<file path="src/rtl/spi_pkg.sv">
// rtl/spi_pkg.sv - shared state encoding, frame widths and command codes for the SPI slave
package spi_pkg;

  localparam int SPI_FRAME_W = 10;
  localparam int SPI_DATA_W  = 8;

  typedef enum logic [2:0] {
    IDLE,
    CHK_CMD,
    WRITE,
    READ_ADD,
    READ_DATA
  } state_t;

  localparam logic [1:0] CMD_WR_ADDR = 2'b00;
  localparam logic [1:0] CMD_WR_DATA = 2'b01;
  localparam logic [1:0] CMD_RD_ADDR = 2'b10;
  localparam logic [1:0] CMD_RD_DATA = 2'b11;

endpackage

</file>
<file path="src/rtl/spi_tx_ser.sv">
// rtl/spi_tx_ser.sv - captures one read-data word and shifts it out MSB first on MISO
module spi_tx_ser #(
  parameter int DATA_W = 8
) (
  input  logic              clk,
  input  logic              rst_n,
  input  logic              i_start,
  input  logic              i_abort,
  input  logic [DATA_W-1:0] i_tx_data,
  input  logic              i_tx_valid,
  output logic              o_miso,
  output logic              o_done
);

  localparam int CNT_W = (DATA_W > 2) ? $clog2(DATA_W) : 1;

  logic              r_armed;
  logic              r_busy;
  logic [DATA_W-1:0] r_sh;
  logic [CNT_W-1:0]  r_cnt;
  logic              r_miso;
  logic              r_done;

  always_ff @(posedge clk or negedge rst_n) begin
    if (!rst_n) begin
      r_armed <= 1'b0;
      r_busy  <= 1'b0;
      r_sh    <= '0;
      r_cnt   <= '0;
      r_miso  <= 1'b0;
      r_done  <= 1'b0;
    end else if (i_abort) begin
      r_armed <= 1'b0;
      r_busy  <= 1'b0;
      r_sh    <= '0;
      r_cnt   <= '0;
      r_miso  <= 1'b0;
      r_done  <= 1'b0;
    end else begin
      r_done <= 1'b0;
      if (r_busy) begin
        if (r_cnt == '0) begin
          r_busy <= 1'b0;
          r_miso <= 1'b0;
          r_done <= 1'b1;
        end else begin
          r_miso <= r_sh[DATA_W-1];
          r_sh   <= {r_sh[DATA_W-2:0], 1'b0};
          r_cnt  <= r_cnt - CNT_W'(1);
        end
      // Only the first valid cycle after arming is taken; later ones find r_armed clear.
      end else if ((i_start || r_armed) && i_tx_valid) begin
        r_armed <= 1'b0;
        r_busy  <= 1'b1;
        r_miso  <= i_tx_data[DATA_W-1];
        r_sh    <= {i_tx_data[DATA_W-2:0], 1'b0};
        r_cnt   <= CNT_W'(DATA_W-1);
      end else if (i_start) begin
        r_armed <= 1'b1;
      end
    end
  end

  assign o_miso = r_miso;
  assign o_done = r_done;

endmodule

</file>
<file path="src/rtl/spi_slave.sv">
// rtl/spi_slave.sv - SPI slave frame receiver with read-data return; SPI_SLAVE_FRAME_ERR_EN enables aborted-frame pulse
module spi_slave
  import spi_pkg::*;
#(
  parameter int FRAME_W = SPI_FRAME_W,
  parameter int DATA_W  = SPI_DATA_W
) (
  input  logic               clk,
  input  logic               rst_n,
  input  logic               SS_n,
  input  logic               MOSI,
  input  logic [DATA_W-1:0]  tx_data,
  input  logic               tx_valid,
  output logic [FRAME_W-1:0] rx_data,
  output logic               rx_valid,
  output logic               MISO,
  output logic               frame_err
);

  localparam int CNT_W = $clog2(FRAME_W + 1);
  localparam logic [CNT_W-1:0] LAST_BIT = CNT_W'(FRAME_W - 1);
  localparam logic [CNT_W-1:0] FULL     = CNT_W'(FRAME_W);

  state_t             r_state;
  logic [CNT_W-1:0]   r_cnt;
  logic [FRAME_W-2:0] r_shift;
  logic [FRAME_W-1:0] r_rx_data;
  logic               r_rx_valid;
  logic               r_rd_addr_seen;
  logic               r_ser_start;
  logic               w_ser_done;
  logic               w_miso;

  always_ff @(posedge clk or negedge rst_n) begin
    if (!rst_n) begin
      r_state        <= IDLE;
      r_cnt          <= '0;
      r_shift        <= '0;
      r_rx_data      <= '0;
      r_rx_valid     <= 1'b0;
      r_rd_addr_seen <= 1'b0;
      r_ser_start    <= 1'b0;
    end else begin
      r_rx_valid  <= 1'b0;
      r_ser_start <= 1'b0;
      if (SS_n && r_state != IDLE) begin
        r_state <= IDLE;
        r_cnt   <= '0;
        r_shift <= '0;
      end else begin
        case (r_state)
          IDLE: begin
            if (!SS_n) begin
              r_state <= CHK_CMD;
              r_cnt   <= '0;
            end
          end
          CHK_CMD: begin
            r_shift <= {{(FRAME_W-2){1'b0}}, MOSI};
            r_cnt   <= CNT_W'(1);
            if (!MOSI)
              r_state <= WRITE;
            else if (!r_rd_addr_seen)
              r_state <= READ_ADD;
            else
              r_state <= READ_DATA;
          end
          default: begin
            // Once the frame is full, further MOSI bits are dropped until SS_n rises.
            if (r_cnt < FULL) begin
              r_shift <= {r_shift[FRAME_W-3:0], MOSI};
              r_cnt   <= r_cnt + CNT_W'(1);
              if (r_cnt == LAST_BIT) begin
                r_rx_data  <= {r_shift, MOSI};
                r_rx_valid <= 1'b1;
                if (r_state == READ_ADD)
                  r_rd_addr_seen <= 1'b1;
                if (r_state == READ_DATA)
                  r_ser_start <= 1'b1;
              end
            end
          end
        endcase
      end
      if (w_ser_done)
        r_rd_addr_seen <= 1'b0;
    end
  end

  spi_tx_ser #(
    .DATA_W (DATA_W)
  ) u_tx_ser (
    .clk        (clk),
    .rst_n      (rst_n),
    .i_start    (r_ser_start),
    .i_abort    (SS_n),
    .i_tx_data  (tx_data),
    .i_tx_valid (tx_valid),
    .o_miso     (w_miso),
    .o_done     (w_ser_done)
  );

`ifdef SPI_SLAVE_FRAME_ERR_EN
  logic r_frame_err;

  always_ff @(posedge clk or negedge rst_n) begin
    if (!rst_n)
      r_frame_err <= 1'b0;
    else
      r_frame_err <= SS_n && (r_state != IDLE) && (r_cnt != '0) && (r_cnt < FULL);
  end

  assign frame_err = r_frame_err;
`else
  assign frame_err = 1'b0;
`endif

  assign rx_data  = r_rx_data;
  assign rx_valid = r_rx_valid;
  assign MISO     = w_miso;

endmodule

</file>
<file path="config.mk">
export PLATFORM = sky130hd
export DESIGN_NAME = spi_slave
export DESIGN_NICKNAME = d
export VERILOG_FILES = /design/src/rtl/spi_pkg.sv /design/src/rtl/spi_tx_ser.sv /design/src/rtl/spi_slave.sv
export SDC_FILE = /design/constraint.sdc
export NUM_CORES = 1
export LEC_CHECK = 0
export BUFFER_PORTS_ARGS = -buffer_cell sky130_fd_sc_hd__buf_2
export CORE_MARGIN = 2
export CORE_UTILIZATION = 40
export DETAILED_ROUTE_END_ITERATION = 6
export PLACE_DENSITY = 0.57
export SYNTH_ARGS = -nofsm -noshare
export SYNTH_HDL_FRONTEND = slang
export SYNTH_SLANG_ARGS = --single-unit
</file>
<file path="constraint.sdc">
create_clock -name clk -period 2.1 [get_ports clk]
set_input_delay 0.105 -clock clk [delete_from_list [all_inputs] [get_ports clk]]
set_output_delay 0.105 -clock clk [all_outputs]
set_load 0.02 [all_outputs]
</file>
**After elaboration in Yosys (flattened, before gate mapping)**

Index checks and enable logic that the tools add are counted.

- Register bits after elaboration: 44
- Output and inout bits: 13
- Logic and storage cells: 100

- Add/sub/neg operators: 2
- Order comparisons: 1
- Eq/ne operators: 10
- Mux-type cells: 50
- Bitwise gates (word level): 2
- Reduce and logical (&&, ||, !) cells: 22

Operators by type and width:

| operator | number |
|---|---|
| 8-bit 2-to-1 mux | 4 |
| 1-bit 2-to-1 mux | 30 |
| 3-bit 2-to-1 mux | 8 |
| 9-bit 2-to-1 mux | 2 |
| 9-bit case mux with 2 select lines | 1 |
| 3-bit nonzero test | 5 |
| 4-bit 2-to-1 mux | 3 |
| 2-bit AND reduction | 5 |
| 4-bit case mux with 2 select lines | 1 |
| 3-bit logical NOT | 2 |
| 3-bit != test, second input constant | 2 |
| 3-bit case mux with 2 select lines | 1 |
| 2-bit nonzero test | 3 |
| 5-bit AND reduction | 1 |
| 4-bit by 1-bit adder with 4-bit output, second input constant | 1 |
| 4-bit == test, second input constant | 1 |
| 4-bit < comparator, second input constant | 1 |
| 2-bit by 1-bit != test with 1-bit output, second input constant | 2 |
| 2-bit != test, second input constant | 2 |
| 4-bit AND reduction | 1 |
| 4-bit nonzero test | 1 |
| 3-bit by 1-bit == test with 1-bit output, second input constant | 1 |
| 3-bit by 2-bit == test with 1-bit output, second input constant | 1 |
| 3-bit == test, second input constant | 1 |
| 5 further kinds | 7 |

**Depth between registers and ports, before layout**

Gate-level depths: netlist of the first run.

- Word-level depth: 7
- Mapped depth: 6

**Hierarchy**

Synthesis of the first run repeated with hierarchy kept, for this count alone.

- Cell total of the unflattened synthesis: 179
- Area, all modules: 2145.8 um^2

By module, submodules not included:

| module | instances | cells each | area an instance (um^2) | sequential area each (um^2) |
|---|---|---|---|---|
| spi_slave | 1 | 97 | 1321.3 | 725.7 |
| spi_tx_ser | 1 | 82 | 824.5 | 350.3 |

**Least setup slack after synthesis of the first run**

OpenSTA, ideal clock, no wires.

- Path type: register to register
- Start point: register r_cnt[1]
- End point: register r_rx_data[1], in the netlist rx_data[1]
- Setup time: 0.125 ns
- Arrival time: 1.348 ns
- Data required time: 1.975 ns
- Path slack: 0.627 ns
- Cell stages (with the launch flop): 7
- Clock period less this slack: 1.473 ns
- Path through: dfrtp_1 inv_1 ha_1 and4bb_2 nand2_2 buf_6 mux2_2

- Cells in the longest elaborated chain, start to end: 2

RTL lines:

| item | line | RTL |
|---|---|---|
| start, declared | spi_slave.sv:25 | `logic [CNT_W-1:0] r_cnt;` |
| start signal, assigned | spi_slave.sv:72 | `r_cnt <= r_cnt + CNT_W'(1);` |
| 4-bit < comparator / 4-bit == test (equally long branches) | spi_slave.sv:70, spi_slave.sv:73 |  |
| 4-bit AND reduction (no line) * | -- |  |
| end signal, assigned | spi_slave.sv:74 | `r_rx_data <= {r_shift, MOSI};` |
| end, declared | spi_slave.sv:27 | `logic [FRAME_W-1:0] r_rx_data;` |

Mark *: on every way between the ends. The rest lies on a longest branch, timed or not.
A chain may end at the register's enable or synchronous reset.

**Worst setup path in the final report of the first run**

- Start point: register r_cnt[1]
- End point: register r_rx_data[4], in the netlist rx_data[4]

Same word-level chain as after synthesis.

==> results_dict.tcl, run 1 <==
set metrics [dict create \
    syn_nets 180 \
    timing.critical_path.slowest_stage_cell "dfrtp_1" \
    postCtsSetupRepairBufs 0 \
    timing.final.hold_violations 0 \
    clkLatencyLatePin_ns 0.30 \
    avgRoutedWirePerCell_um 14.9 \
    run_status "complete, no violations" \
    power.ir.vdd_worst_v 0.000283 \
    hp-class "input pin to register" \
    cts_inserted_buffers 5 \
    yosys_warnings 0 \
    die_y_um 74.4 \
    clk_pin_slew_ns 0.08 \
    dr_total_vias 1349 \
    floorplan.initialDensity_pct 41.7 \
    die_width_um 74.4 \
    p_leak_nw 1.14 \
    synth.distinct_cells 44 \
    drv_slew 0 \
    hpwl_um 2540 \
    clock-sinks 43 \
    total_routed_length_um 3820 \
    critical_path.max_fanout 11 \
    cp-end-kind "register" \
    first_pass_grt_wire_length_um 6410 \
    register_area_share_after_synthesis_pct 54.3 \
    clock_tree.root_cell "clkbuf_8" \
    synth.avg_cell_area_um2 12.2 \
    yosys_register_bits 43 \
    min_period_over_period_pct 78.0 \
    final_nets 206 \
    finalSetupViolations 0 \
    tns_ns 0 \
    drt-pass1-iter-count 4 \
    antenna-diode-count 0 \
    design.portCount 26 \
    io_buffer_count 24 \
    filler_cell_count 476 \
    pwr_density_cell_mw_per_mm2 660 \
    first_global_vias 1382 \
    hold_path_end "rx_data[0]" \
    grt_antenna_before_repair 0 \
    data_arrival_at_the_endpoint_of_the_critical_path_ns 1.83 \
    netlist_area_mm2 0.00198 \
    route.detailed.drc 0 \
    fin_ws_ns 0.463 \
    ff2ff_setup_slack_ns 0.46 \
    most-common-layout-cells "dfrtp_1, buf_2, mux2_2, nand2_1, inv_1" \
    site_row_count 25 \
    slowest_delay_ns 0.43 \
    critical_path.cell_chain "inv_1, ha_1, and4bb_2, nand2_2, mux2_2" \
    tightestPinTransition_ns 0.964 \
    timing.reg2reg.worst_path_depth 5 \
    worst-setup-path-type "register to register" \
    core-area_mm2 0.00475 \
    fp.dieArea_mm2 0.00554 \
    synthTopCellsByArea "dfrtp_1, mux2_2, mux2i_1" \
    syn_to_final_growth_pct 13.2 \
    rsz_0062_raised_after_global_routing "no" \
    crit_required_ns 2.29 \
    hold_path_depth 2 \
    final_antenna_violating_net_count 0 \
    worstReg2RegEnd "rx_data[4]" \
    synth_top_area_cell "dfrtp_1" \
    post_route_cells_drive_above_1_share_pct 32.1 \
    tritoncts "done" \
    drtIter0Drc 48 \
    grt_max_degree 44 \
    r2r_start "r_cnt[1]" \
    cts_max_path_buffers 2 \
    final_common_cell "dfrtp_1" \
    dp_worst_setup_slack_ns 0.465 \
    synth_top_cell_area_share_pct 54.3 \
    max_freq_mhz 611 \
    postSynthCellCount 163 \
    cap_violations 0 \
    vias_per_cell 5.25 \
    place_congestion 0.859 \
    grt_remaining_overflow 0 \
    minimum_clock_period_ns 1.64 \
    max_slew_margin_pct 35.8 \
    grtUsageTotal_pct 15.6 \
    crit_path_start_kind "register" \
    cts_htree_levels 2 \
    hold_path.startpoint "MOSI" \
    final.setup_skew_ns 0.00560 \
]
[critical path: cells and delay by family, from the launching register on]
kind | cells | cell delay, ns
AND/OR/NAND/NOR | 2 | 0.48
flip-flops | 1 | 0.43
multiplexers | 1 | 0.37
adder cells (fa/ha/maj) | 1 | 0.17
buffers and inverters | 1 | 0.07
[Yosys cell counts (all sizes together)]
cell,instances
dfrtp,43
mux2,16
nand2,15
inv,10
a22o,9
mux2i,8
buf,6
a21oi,5
nor2,5
clkbuf,4
ha,4
o21ai,4
a31o,3
a31oi,3
and4,2
nand2b,2
o211ai,2
o21ba,2
o2bb2ai,2
a211o,1
a211oi,1
a221oi,1
a22oi,1
a41oi,1
and2,1
and4bb,1
conb,1
nand4,1
nand4b,1
nor3,1
nor4bb,1
o21a,1
o21bai,1
o32ai,1
or3,1
or4b,1
xnor2,1
[final cells by class]
cell class | count | area, µm² | share of cell area (%)
flip-flops and latches | 43 | 1080 | 47.9
multi-input cells | 100 | 801 | 35.7
repair buffers | 29 | 163 | 7.25
well taps | 67 | 83.8 | 3.73
clock buffers | 5 | 68.8 | 3.07
inverters | 10 | 37.5 | 1.67
clock inverters | 3 | 15.0 | 0.669
[layer usage]
| metal | track usage, % | part of all wire, % |
|---|---|---|
| met1 | 18.6 | 44 |
| met2 | 26.3 | 50 |
| met3 | 4.47 | 4.1 |
| met4 | 6.55 | 1.8 |
| met5 | 0 | 0 |
[logic make-up after synthesis]
group	Yosys count	synth area share, %
flip-flops	43	54.3
AO/OA/AOI/OAI	38	14.8
adder cells (fa/ha/maj)	4	2.52
multiplexers	24	13.5
AND/OR/NAND/NOR	32	8.90
other	1	0.189
XOR/XNOR	1	0.442
buffers and inverters	20	5.36
[repair_timing]
| action | in CTS | in global routing |
|---|---|---|
| gates resized for setup | 0 | 0 |
| endpoints found under the hold margin | 44 | 0 |
| hold buffers | 2 | 0 |
[stage by stage]
step	hold slack (ns)	total power, mW	utilization [%]	instance area (µm²)	cells
global placement	0.294	0.980	45.0	2140	247
CTS	0.123	1.50	47.2	2240	257
global route	0.139	1.55	47.2	2240	257
detailed placement	0.307	0.984	45.0	2140	247
floorplan	-0.191	0.946	-	1980	163
finish	0.124	1.48	47.2	2240	257
[flip-flops by register name, summed over array words and instances, names as in the netlist, 3 cells and up]
signal / cells
r_shift: 9
r_state: 3
u_tx_ser.r_sh: 7
r_cnt: 4
u_tx_ser.r_cnt: 3
rx_data: 10
[worst max path at each step]
| stage | endpoint | start | slack [ns] | cells past startpoint |
|---|---|---|---|---|
| after global routing | rx_data[1] | r_cnt[1] | 0.38 | 5 |
| final | rx_data[4] | r_cnt[1] | 0.46 | 5 |
| after floorplan | rx_data[1] | r_cnt[1] | 0.63 | 6 |
| after CTS | rx_data[7] | r_cnt[1] | 0.45 | 5 |
| after detailed placement | rx_data[4] | r_cnt[1] | 0.46 | 5 |
| after global placement | rx_data[3] | r_cnt[1] | 0.52 | 5 |
[where the power goes]
group,switching (mW),internal (mW),total (mW)
Clock,0.284,0.228,0.512
Combinational,0.0660,0.0455,0.112
Sequential,0.0183,0.840,0.858
Total,0.368,1.11,1.48
(Power assumes the default switching activity.)
==> run 2, diff against run 1 <==
--- a/config.mk
+++ b/config.mk
@@ -5,11 +5,12 @@
 export SDC_FILE = /design/constraint.sdc
 export NUM_CORES = 1
 export LEC_CHECK = 0
+export ABC_AREA = 1
 export BUFFER_PORTS_ARGS = -buffer_cell sky130_fd_sc_hd__buf_2
 export CORE_MARGIN = 2
 export CORE_UTILIZATION = 40
 export DETAILED_ROUTE_END_ITERATION = 6
-export PLACE_DENSITY = 0.57
+export PLACE_DENSITY = 0.56
 export SYNTH_ARGS = -nofsm -noshare
 export SYNTH_HDL_FRONTEND = slang
 export SYNTH_SLANG_ARGS = --single-unit
==> constraint.sdc (replaced) <==
create_clock -name clk -period 1.55 [get_ports clk]
set_input_delay 0.0775 -clock clk [delete_from_list [all_inputs] [get_ports clk]]
set_output_delay 0.0775 -clock clk [all_outputs]
set_load 0.02 [all_outputs]
==> run 2 against run 1 <==
Compared with the run above:
- via count increased by 32%
- critical path type unchanged
- clock skew increased by 0.0051 ns
- register-to-register slack got worse by 0.29 ns
- clock-buffer cell count unchanged
- power increased by 77%
==> results_dict.tcl, run 2 <==
set metrics [dict create \
    hold_path.startpoint "tx_data[0]" \
    crit_required_ns 1.74 \
    worstReg2RegEnd "rx_data[1]" \
    ff2ff_setup_slack_ns 0.18 \
    syn_to_final_growth_pct 15.8 \
    hold_path_end "u_tx_ser.r_sh[1]" \
    clock-sinks 43 \
    tightestPinTransition_ns 0.544 \
    fp.dieArea_mm2 0.00600 \
    place_congestion 0.792 \
    detailroute.wirelength.met2_um 1880 \
    yosysMostFrequentCell "nand2_1" \
    max_slew_margin_pct 63.7 \
    antenna-diode-count 0 \
    minimum_clock_period_ns 1.37 \
    share_comb_of_total_power_pct 23.4 \
    r2r_start "r_cnt[1]" \
    postCtsSetupRepairBufs 0 \
    hold_slack_ns 0.0159 \
    rsz_0062_raised_after_global_routing "no" \
    p_total_mw 2.62 \
    pwr_density_cell_mw_per_mm2 1050 \
    power.switching_fraction_pct 34.2 \
    tns_ns 0 \
    final.setup_skew_ns 0.0107 \
    max_freq_mhz 728 \
    clk_pin_slew_ns 0.08 \
    synth_top_cell_area_share_pct 49.8 \
    switching_power_mw 0.896 \
    timing.final.hold_violations 0 \
    timing.reg2reg.worst_path_depth 8 \
    cap_violations 0 \
    cts_inserted_buffers 5 \
    hp-class "input pin to register" \
    flip_flop_count_of_the_largest_register_after_layout 10 \
    final_nets 319 \
    wirelength_met1_um 2220 \
    cts_max_path_buffers 2 \
    netlist_area_mm2 0.00216 \
    design.portCount 26 \
    avgRoutedWirePerCell_um 11.5 \
    first_pass_grt_wire_length_um 7670 \
    tritoncts "done" \
    synthTopCellsByArea "dfrtp_1, nand2_1, nand4_1" \
    placed_cells 364 \
    final_antenna_violating_net_count 0 \
    data_arrival_at_the_endpoint_of_the_critical_path_ns 1.56 \
    run_status "complete, no violations" \
    final_common_cell "nand2_1" \
    post-route-cell-area_mm2 0.00250 \
    most-common-layout-cells "nand2_1, dfrtp_1, buf_2, nand4_1, inv_1" \
    grtUsageTotal_pct 15.7 \
    post_route_cells_drive_above_1_share_pct 19.5 \
    grt_antenna_before_repair 0 \
    vias_per_cell 4.77 \
    worst-setup-path-type "register to register" \
    post_layout_nonfiller_instances 373 \
    pwr-share-seq_pct 48.5 \
    cts_htree_levels 2 \
    io_buffer_count 24 \
    routed-wl-met3_um 116 \
    maxUsedRoutingLayer "met4" \
    crit_path_start_kind "register" \
    total_routed_length_um 4280 \
    min_period_over_period_pct 88.6 \
    yosys_register_bits 43 \
    grt_remaining_overflow 0 \
    route.detailed.drc 0 \
    p_int_mw 1.73 \
    clock_tree.root_cell "clkbuf_8" \
    dr_total_vias 1778 \
    post_synth_edffs 0 \
    p_leak_nw 1.38 \
    synth.avg_cell_area_um2 7.94 \
    clkLatencyLatePin_ns 0.30 \
    drv_slew 0 \
    power.ir.vdd_worst_v 0.000501 \
    register_area_share_after_synthesis_pct 49.8 \
    dpl-instance-area_mm2 0.00238 \
    synth-async-reset-ratio_pct 100 \
    core-area_mm2 0.00517 \
    drtIter0Drc 150 \
    syn_nets 289 \
    p_clk_share_pct 28.1 \
    synth.distinct_cells 24 \
    dp_worst_setup_slack_ns 0.0882 \
    grt_max_degree 44 \
    site_row_count 26 \
    synth_top_area_cell "dfrtp_1" \
    first_global_vias 1690 \
    critical_path.max_fanout 11 \
    die_y_um 77.5 \
    fin_ws_ns 0.177 \
    cp-end-kind "register" \
    postSynth.topFlopCell "dfrtp_1" \
    yosys-top-cells-count "nand2_1, dfrtp_1, nand4_1" \
    finalSetupViolations 0 \
    die_width_um 77.5 \
    hpwl_um 2910 \
    floorplan.initialDensity_pct 41.8 \
    yosys_warnings 0 \
    hold_path_depth 3 \
    finish.utilization_pct 48.3 \
    drt-pass1-iter-count 4 \
    postSynthCellCount 272 \
]
[run 2: cell families (layout without fill, tap and decap cells)]
group	count (synthesis)	in the layout	share of synthesized area [%]
fa+ha+maj	4	4	2.32
simple gates	157	157	32.1
buf+inv	38	69	7.59
flops	43	43	49.8
other cells	1	1	0.174
xor+xnor	2	2	0.811
compound gates	27	27	7.18
[run 2: worst max path at each step]
stage	from	endpoint	slack, ns
floorplan	r_cnt[1]	rx_data[1]	0.23
global placement	r_cnt[1]	rx_data[7]	0.10
detailed placement	r_cnt[1]	rx_data[1]	0.09
CTS	r_cnt[1]	rx_data[1]	0.07
global route	r_cnt[1]	rx_data[3]	0.002
finish	r_cnt[1]	rx_data[1]	0.18
[run 2: power by group through the flow]
stage | Sequential, mW | Combinational (mW) | Clock [mW]
after detailed placement | 1.29 | 0.618 | 0
after floorplan | 1.29 | 0.429 | 0
after global placement | 1.29 | 0.613 | 0
final | 1.27 | 0.613 | 0.737
after CTS | 1.27 | 0.623 | 0.769
after global routing | 1.29 | 0.707 | 0.810
[run 2: critical path, cell delays in order, from the launching register on]
cell and delay, ns:
dfrtp_1 0.38, inv_1 0.07, ha_1 0.13, nand2_1 0.05, nor2_1 0.14, nand2_2 0.10, buf_4 0.19, o21ai_1 0.14
nand2_1 0.06
[run 2: cell type report]
class | count | area (µm²)
Timing Repair Buffer | 37 | 220
Multi-Input combinational cell | 191 | 933
Fill cell | 525 | 2670
Clock inverter | 3 | 23.8
Clock buffer | 5 | 68.8
Inverter | 24 | 90.1
Tap cell | 70 | 87.6
Sequential cell | 43 | 1080
[run 2: layer usage]
layer / GRT usage, % / up-vias
met5: 0 / -
met2: 24.3 / 24
li1: - / 937
met1: 21.6 / 809
met4: 5.89 / 0
met3: 3.49 / 8
[run 2: timing repair]
item / CTS / global route
hold buffers: 1 / 0
hold endpoints to repair: 43 / 0
resized for setup: 0 / 3
setup endpoints to repair: 0 / 10
